==> src/rtl/next_pc_gen_pkg.sv <==
// Shared fetch-unit types: default geometry, PC/PHT-index paths and the next-PC FSM states.
package FetchUnitTypes;

  localparam int unsigned FETCH_WIDTH     = 2;
  localparam int unsigned INSN_BYTE_WIDTH = 4;
  localparam int unsigned PC_WIDTH        = 32;
  localparam int unsigned PHT_ENTRY_NUM   = 2048;
  localparam int unsigned PHT_INDEX_WIDTH = $clog2(PHT_ENTRY_NUM);

  localparam logic [PC_WIDTH-1:0] RESET_VECTOR = 32'h0000_1000;

  typedef logic [PC_WIDTH-1:0]        PC_Path;
  typedef logic [PHT_INDEX_WIDTH-1:0] PHT_IndexPath;

  typedef enum logic {
    NPC_INIT,
    NPC_RUN
  } NextPC_State;

endpackage

==> src/rtl/next_pc_gen_bp_init_counter.sv <==
// Wrapping table-index counter for predictor init sweeps; done pulses on the last index.
module bp_init_counter #(
  parameter int unsigned ENTRY_NUM = 2048
) (
  input  logic                         clk,
  input  logic                         rst,
  input  logic                         en,
  output logic [$clog2(ENTRY_NUM)-1:0] index,
  output logic                         done
);

  localparam int unsigned IDX_W = $clog2(ENTRY_NUM);
  localparam logic [IDX_W-1:0] LAST_INDEX = IDX_W'(ENTRY_NUM - 1);

  assign done = en && (index == LAST_INDEX);

  always_ff @(posedge clk) begin
    if (rst) begin
      index <= '0;
    end else if (en) begin
      index <= done ? '0 : index + IDX_W'(1);
    end
  end

endmodule

==> src/rtl/next_pc_gen.sv <==
// Fetch PC register, next-PC priority mux feeding the PHT read index, and predictor-init FSM.
module next_pc_gen
  import FetchUnitTypes::*;
#(
  parameter int unsigned FETCH_WIDTH     = FetchUnitTypes::FETCH_WIDTH,
  parameter int unsigned INSN_BYTE_WIDTH = FetchUnitTypes::INSN_BYTE_WIDTH,
  parameter int unsigned PC_WIDTH        = FetchUnitTypes::PC_WIDTH,
  parameter int unsigned PHT_ENTRY_NUM   = FetchUnitTypes::PHT_ENTRY_NUM,
  parameter logic [PC_WIDTH-1:0] RESET_VECTOR = PC_WIDTH'(FetchUnitTypes::RESET_VECTOR)
) (
  input  logic                              clk,
  input  logic                              rst,
  input  logic                              stall,
  input  logic                              clear,
  input  logic                              recover_valid,
  input  logic [PC_WIDTH-1:0]               recover_pc,
  input  logic [FETCH_WIDTH-1:0]            btb_hit,
  input  logic [FETCH_WIDTH-1:0]            pred_taken,
  input  logic [FETCH_WIDTH*PC_WIDTH-1:0]   btb_target,
  output logic [PC_WIDTH-1:0]               pc_out,
  output logic [PC_WIDTH-1:0]               pred_next_pc,
  output logic                              fetch_valid,
  output logic                              init_busy,
  output logic [$clog2(PHT_ENTRY_NUM)-1:0]  init_index
);

  localparam int unsigned IDX_W = $clog2(PHT_ENTRY_NUM);
  localparam logic [PC_WIDTH-1:0] GROUP_STEP = PC_WIDTH'(FETCH_WIDTH * INSN_BYTE_WIDTH);
  localparam logic [PC_WIDTH-1:0] ALIGN_MASK = ~(PC_WIDTH'(INSN_BYTE_WIDTH - 1));

  NextPC_State state, nextState;

  logic             initEn;
  logic             initDone;
  logic [IDX_W-1:0] sweepIndex;

  logic [PC_WIDTH-1:0] seqPc;
  logic [PC_WIDTH-1:0] takenTarget;
  logic                laneTaken;

  bp_init_counter #(
    .ENTRY_NUM (PHT_ENTRY_NUM)
  ) initCounter (
    .clk   (clk),
    .rst   (rst),
    .en    (initEn),
    .index (sweepIndex),
    .done  (initDone)
  );

  always_ff @(posedge clk) begin
    if (rst) begin
      state  <= NPC_INIT;
      pc_out <= RESET_VECTOR;
    end else begin
      state  <= nextState;
      pc_out <= pred_next_pc;
    end
  end

  always_comb begin
    nextState   = state;
    initEn      = 1'b0;
    fetch_valid = 1'b0;
    init_busy   = 1'b0;
    init_index  = '0;
    unique case (state)
      NPC_INIT: begin
        initEn     = 1'b1;
        init_busy  = 1'b1;
        init_index = sweepIndex;
        if (initDone) nextState = NPC_RUN;
      end
      NPC_RUN: begin
        fetch_valid = 1'b1;
      end
      default: nextState = NPC_INIT;
    endcase
  end

  // Lowest taken lane wins; pred_taken alone (no BTB hit) never selects a target.
  always_comb begin
    seqPc       = pc_out + GROUP_STEP;
    laneTaken   = 1'b0;
    takenTarget = '0;
    for (int unsigned i = 0; i < FETCH_WIDTH; i++) begin
      if (!laneTaken && btb_hit[i] && pred_taken[i]) begin
        takenTarget = btb_target[i*PC_WIDTH +: PC_WIDTH];
        laneTaken   = 1'b1;
      end
    end
  end

  always_comb begin
    pred_next_pc = seqPc;
    if (state != NPC_RUN) begin
      pred_next_pc = RESET_VECTOR;
    end else if (recover_valid) begin
      pred_next_pc = recover_pc & ALIGN_MASK;
    end else if (stall) begin
      pred_next_pc = pc_out;
    end else if (clear) begin
      pred_next_pc = seqPc;
    end else if (laneTaken) begin
      pred_next_pc = takenTarget & ALIGN_MASK;
    end
  end

endmodule

==> config.mk <==
export PLATFORM = sky130hd
export DESIGN_NAME = next_pc_gen
export DESIGN_NICKNAME = d
export VERILOG_FILES = /design/src/rtl/next_pc_gen_pkg.sv /design/src/rtl/next_pc_gen_bp_init_counter.sv /design/src/rtl/next_pc_gen.sv
export SDC_FILE = /design/constraint.sdc
export NUM_CORES = 1
export LEC_CHECK = 0
export CORE_MARGIN = 5
export CORE_UTILIZATION = 41
export CTS_CLUSTER_SIZE = 40
export DETAILED_ROUTE_END_ITERATION = 8
export GPL_TIMING_DRIVEN = 1
export PLACE_DENSITY_LB_ADDON = 0.12
export SETUP_SLACK_MARGIN = 0.3
export SYNTH_ARGS = -nofsm -noshare
export SYNTH_HDL_FRONTEND = slang
export SYNTH_SLANG_ARGS = --single-unit
export TNS_END_PERCENT = 50
==> constraint.sdc <==
create_clock -name clk -period 2.4 [get_ports clk]
set_clock_uncertainty 0.05 [all_clocks]
set_input_delay 0.36 -clock clk [delete_from_list [all_inputs] [get_ports clk]]
set_output_delay 0.36 -clock clk [all_outputs]
set_load 0.02 [all_outputs]
## After elaboration in Yosys (flattened, before gate mapping)

Cells that the tools add are included.

- Output and inout port bits: 77
- Memory bits (read-only): 0
- Bits in latches: 0
- Register bits: 44
- Memories kept: 0
- RAM bits: 0
- Logic and storage cells: 26

- Order comparisons: 0
- Equal/unequal tests: 1
- Multiply operators: 0
- Divide/modulo/power cells: 0
- Add/subtract/negate cells: 2
- Reduce and logical (&&, ||, !) cells: 5
- Multiplexer cells: 15
- Shift-type cells: 0
- Bitwise logic cells: 0

Operator list:

| operator | number |
|---|---|
| two-way mux 32 bit | 7 |
| adder 32 x 4 -> 32 bit (second input constant) | 1 |
| two-way mux 11 bit | 2 |
| adder 11 x 1 -> 11 bit (second input constant) | 1 |
| equality test 11 bit (second input constant) | 1 |
| two-way mux 1 bit | 6 |
| logical AND 1 bit | 4 |
| logical NOT 1 bit | 1 |

## Logic depth before layout (Yosys ltp)

- Depth after elaboration: 11
- Depth in mapped cells: 8
- Depth with buffers taken out: 6

## By module

From an unflattened synthesis, not the netlist that was laid out.

- Cells, all modules: 497
- Area total of the unflattened synthesis: 3544.6 um^2

Modules (own cells, without submodules):

| module | cells an instance | sequential area each (um^2) | area an instance (um^2) | times used |
|---|---|---|---|---|
| next_pc_gen | 441 | 660.6 | 3019.1 | 1 |
| bp_init_counter | 56 | 220.2 | 525.5 | 1 |

## Worst setup path before layout

No wires, ideal clock.

- Path type: register -> output
- Start point: register pc_out[3]
- End point: output pred_next_pc[21]
- Stages on the path, launching flop included: 7
- Arrival: 2.578 ns
- Path slack: -0.588 ns
- Path buffers: 1
- Cell sequence: dfxtp_1 > ha_1 > and4_1 > and2_1 > buf_2 > a311oi_1 > a2111oi_0

- Cells in the longest elaborated chain, start to end: 6

RTL lines:

| element | RTL line | source |
|---|---|---|
| from (decl) | next_pc_gen.sv:20 | `output logic [PC_WIDTH-1:0] pc_out,` |
| from (signal assigned) | next_pc_gen.sv:57 | `pc_out <= pred_next_pc;` |
| adder 32 x 4 -> 32 bit * | next_pc_gen.sv:83 | `seqPc = pc_out + GROUP_STEP;` |
| two-way mux 32 bit | next_pc_gen.sv:104 | `end else if (laneTaken) begin` |
| two-way mux 32 bit * | next_pc_gen.sv:102 | `end else if (clear) begin` |
| two-way mux 32 bit * | next_pc_gen.sv:100 | `end else if (stall) begin` |
| two-way mux 32 bit * | next_pc_gen.sv:98 | `end else if (recover_valid) begin` |
| two-way mux 32 bit * | next_pc_gen.sv:96 | `if (state != NPC_RUN) begin` |
| to (decl) | next_pc_gen.sv:21 | `output logic [PC_WIDTH-1:0] pred_next_pc,` |

Every way passes the cells marked *; elsewhere a longest branch is shown, timed or not.

## Worst setup path after layout

- Start point: register pc_out[4]
- End point: output pred_next_pc[15]

The elaborated chain is that of the path after synthesis.

==> impl_metrics.csv <==
group,metric,value,unit
finish,drive_above_1_share,0.414,
synth,ys_dominant_reg_cell,"dfxtp_1",
synth,syn_avg_cell_area,6.96,µm²
clock_network,cts_tree,"done",
floorplanning,die-area,10700,µm²
setup_path,max_stage_delay,0.41,ns
synth,synth_area_leaders,"dfxtp_1 25%, nand3_1 5.6%, nor3_1 5.5%",
synth,yosysWarnings,0,
synth,synthCells,512,
min_path,min_path_cells,2,
finish,num_antenna_cells,0,
timing,holdWs,0.514,ns
finish,postLayoutCoreUtil,0.874,
timing,worst_pin_slew,0.399,ns
finish,areaGrowthSynthToFinish,111,%
setup_path,crit_chain,"ha_4 -> and4_4 -> and3_4 -> a211oi_2 -> o41ai_2 -> and2_1 -> buf_6",
floorplanning,core.rowCount,34,
global_route,grt_max_degree,28,
setup_path,critPathBufInv,1,
routing,ant_nets,0,
setup_path,arrival,2.20,ns
finish,final_cell_area,7510,µm²
routing,drc_errors,0,
clock_network,h-tree-depth,2,
synth,synth_top_area_frac,0.247,
routing,post_drt_wl_per_cell,23.3,µm
timing,slew_viol_final,0,
outcome,status,"finished, violations left",
global_route,antenna_found_initial,0,
routing,wl,22000,µm
setup_path,end_kind,"output port",
setup_path,critPathSlowestCell,"o41ai_2",
setup_path,critPathLaunchType,"flop",
clock_network,clkLatencyLatePin,0.32,ns
timing,period_needed,2.61,ns
run,cap_violations,0,
clock_network,numCtsBuffers,5,
setup_path,path_max_fanout,4,
floorplanning,core_area,8590,µm²
timing,clock.fmax,0.383,GHz
clock_network,clk_pin_slew,0.10,ns
synth,synth_top_cell_by_area,"dfxtp_1",
timing,final-hold-violation-count,0,
global_route,grt_pass1_wl,31700,µm
power,leakage,0.00301,µW
placed_design,dpl.hpwl,14200,µm
power,power,1970,µW
placed_design,postPlaceCellArea,6600,µm²
clock_network,cts.sinks,44,
floorplanning,ioPinCount,182,
global_route,grt_remaining_overflow,0,
synth,synth_nets,619,
setup_path,path_delay_family,"simple AND/OR/NAND/NOR gates",
min_path,hold_path_class,"flop to flop",
synth,synthDistinctLibCells,65,
outcome,violations,"negative setup slack",
clock_network,hold_buffers,0,
synth,synth_most_common_cell,"nor2_1",
floorplanning,die_h,103,µm
power,p_per_area,263,nW/µm²
finish,fin_nets,946,
routing,drt_pass1_iterations,6,
global_route,grt.total_usage,0.384,
clock_network,cts_root_buf,"clkbuf_8",
timing,fin_crit_sh,1.09,
synth,async_flop_share,0,
setup_path,crit_cells,7,
setup_path,reg2reg_depth,9,
timing,maxSlewHeadroom,0.731,
timing,setup_tns,-1.68,ns
synth,synth-edff-count,0,
synth,yosys-top-cells-count,"51 x nor2_1, 47 x nand2_1, 44 x dfxtp_1",
power,peakVddDrop,0.216,mV
global_route,grt_pass1_vias,6135,
routing,drt-initial-drc-count,723,
setup_path,worstSetupPathType,"flop to output port",
setup_path,cp.required,1.99,ns
synth,synthesis.area,3560,µm²
routing,num_vias,6233,
placed_design,finalWeightedCongestion,0.977,
clock_network,cts_buffer_depth,2,
floorplanning,die_x,103,µm
timing,finalSetupViolations,19,
placed_design,numPortBuffers,175,
synth,ys_seq_elements,44,
routing,vias_per_cell,6.57,
synth,seq_area_frac_synth,0.247,
floorplanning,start_util,0.415,
timing,worst_slack,-0.210,ns
timing,rsz0062_at_grt,"true",
==> state kept, by name, summed over array words and instances (netlist names) <==
signal	count
initCounter.index	11
state	1
pc_out	32
==> tightest hold or removal path: cells and delay by family, from the launching register on <==
kind / cells / cell delay [ns]
simple gates: 1 / 0.08
xor+xnor: 1 / 0.08
flops: 1 / 0.37
==> power breakdown <==
group,switching (µW),internal [µW],total (µW)
Sequential,6.66,726,733
Combinational,302,342,644
Clock,325,273,598
==> final timing paths <==
kind              slack, ns                  start                     to
hold reg to reg        0.51  initCounter.index[10]  initCounter.index[10]
hold / removal         0.51  initCounter.index[10]  initCounter.index[10]
setup / recovery      -0.21              pc_out[4]       pred_next_pc[15]
setup reg to reg       0.31              pc_out[4]             pc_out[31]
==> per-layer routing <==
metal | GRT usage | wire (µm)
met1 | 0.442 | 7390
met2 | 0.643 | 10400
met3 | 0.0765 | 2440
met4 | 0.253 | 1770
met5 | 0 | 0
==> cells in the final DEF (no fill, tap or decap), drive strengths merged, types with 7 or more instances in the layout <==
master	count
a22oi	8
o21ai	37
inv	8
o21a	10
nor2	51
nand3	43
nor3	39
a21oi	29
nor2b	17
buf	215
nand2	48
and3	13
nand4	19
clkbuf	7
and2	14
dfxtp	44
clkdlybuf4s50	132
==> final cells by class <==
class	count	area, µm²
timing repair buffer	354	3210
clock buffer	6	93.8
clock inverter	2	16.3
tap	108	135
inverter	10	45.0
sequential	44	920
multi-input combinational	424	3090
fill	435	1080
==> cells by family after synthesis <==
logic type / share of synthesized area
multiplexers: 0.00562
adder cells (fa/ha/maj): 0.00702
flip-flops: 0.247
XOR/XNOR: 0.0270
AND/OR/NAND/NOR: 0.378
AO/OA/AOI/OAI: 0.283
buffers and inverters: 0.0519
==> per-stage QoR <==
stage	worst slack (ns)	std cells
finish	-0.210	948
detailed placement	-0.948	905
global route	-0.218	948
global placement	-0.846	905
CTS	-0.0939	937
floorplan	0.147	512
==> repair_timing <==
| item | 4_1_cts | 5_1_grt |
|---|---|---|
| gates cloned | 1 | 1 |
| gates resized for setup | 307 | 37 |
| endpoints found under the hold margin | 0 | 0 |
| endpoints found under the setup margin | 51 | 32 |
| setup buffers | 23 | 10 |
| pin swaps | 43 | 42 |
(Power assumes the default switching activity.)
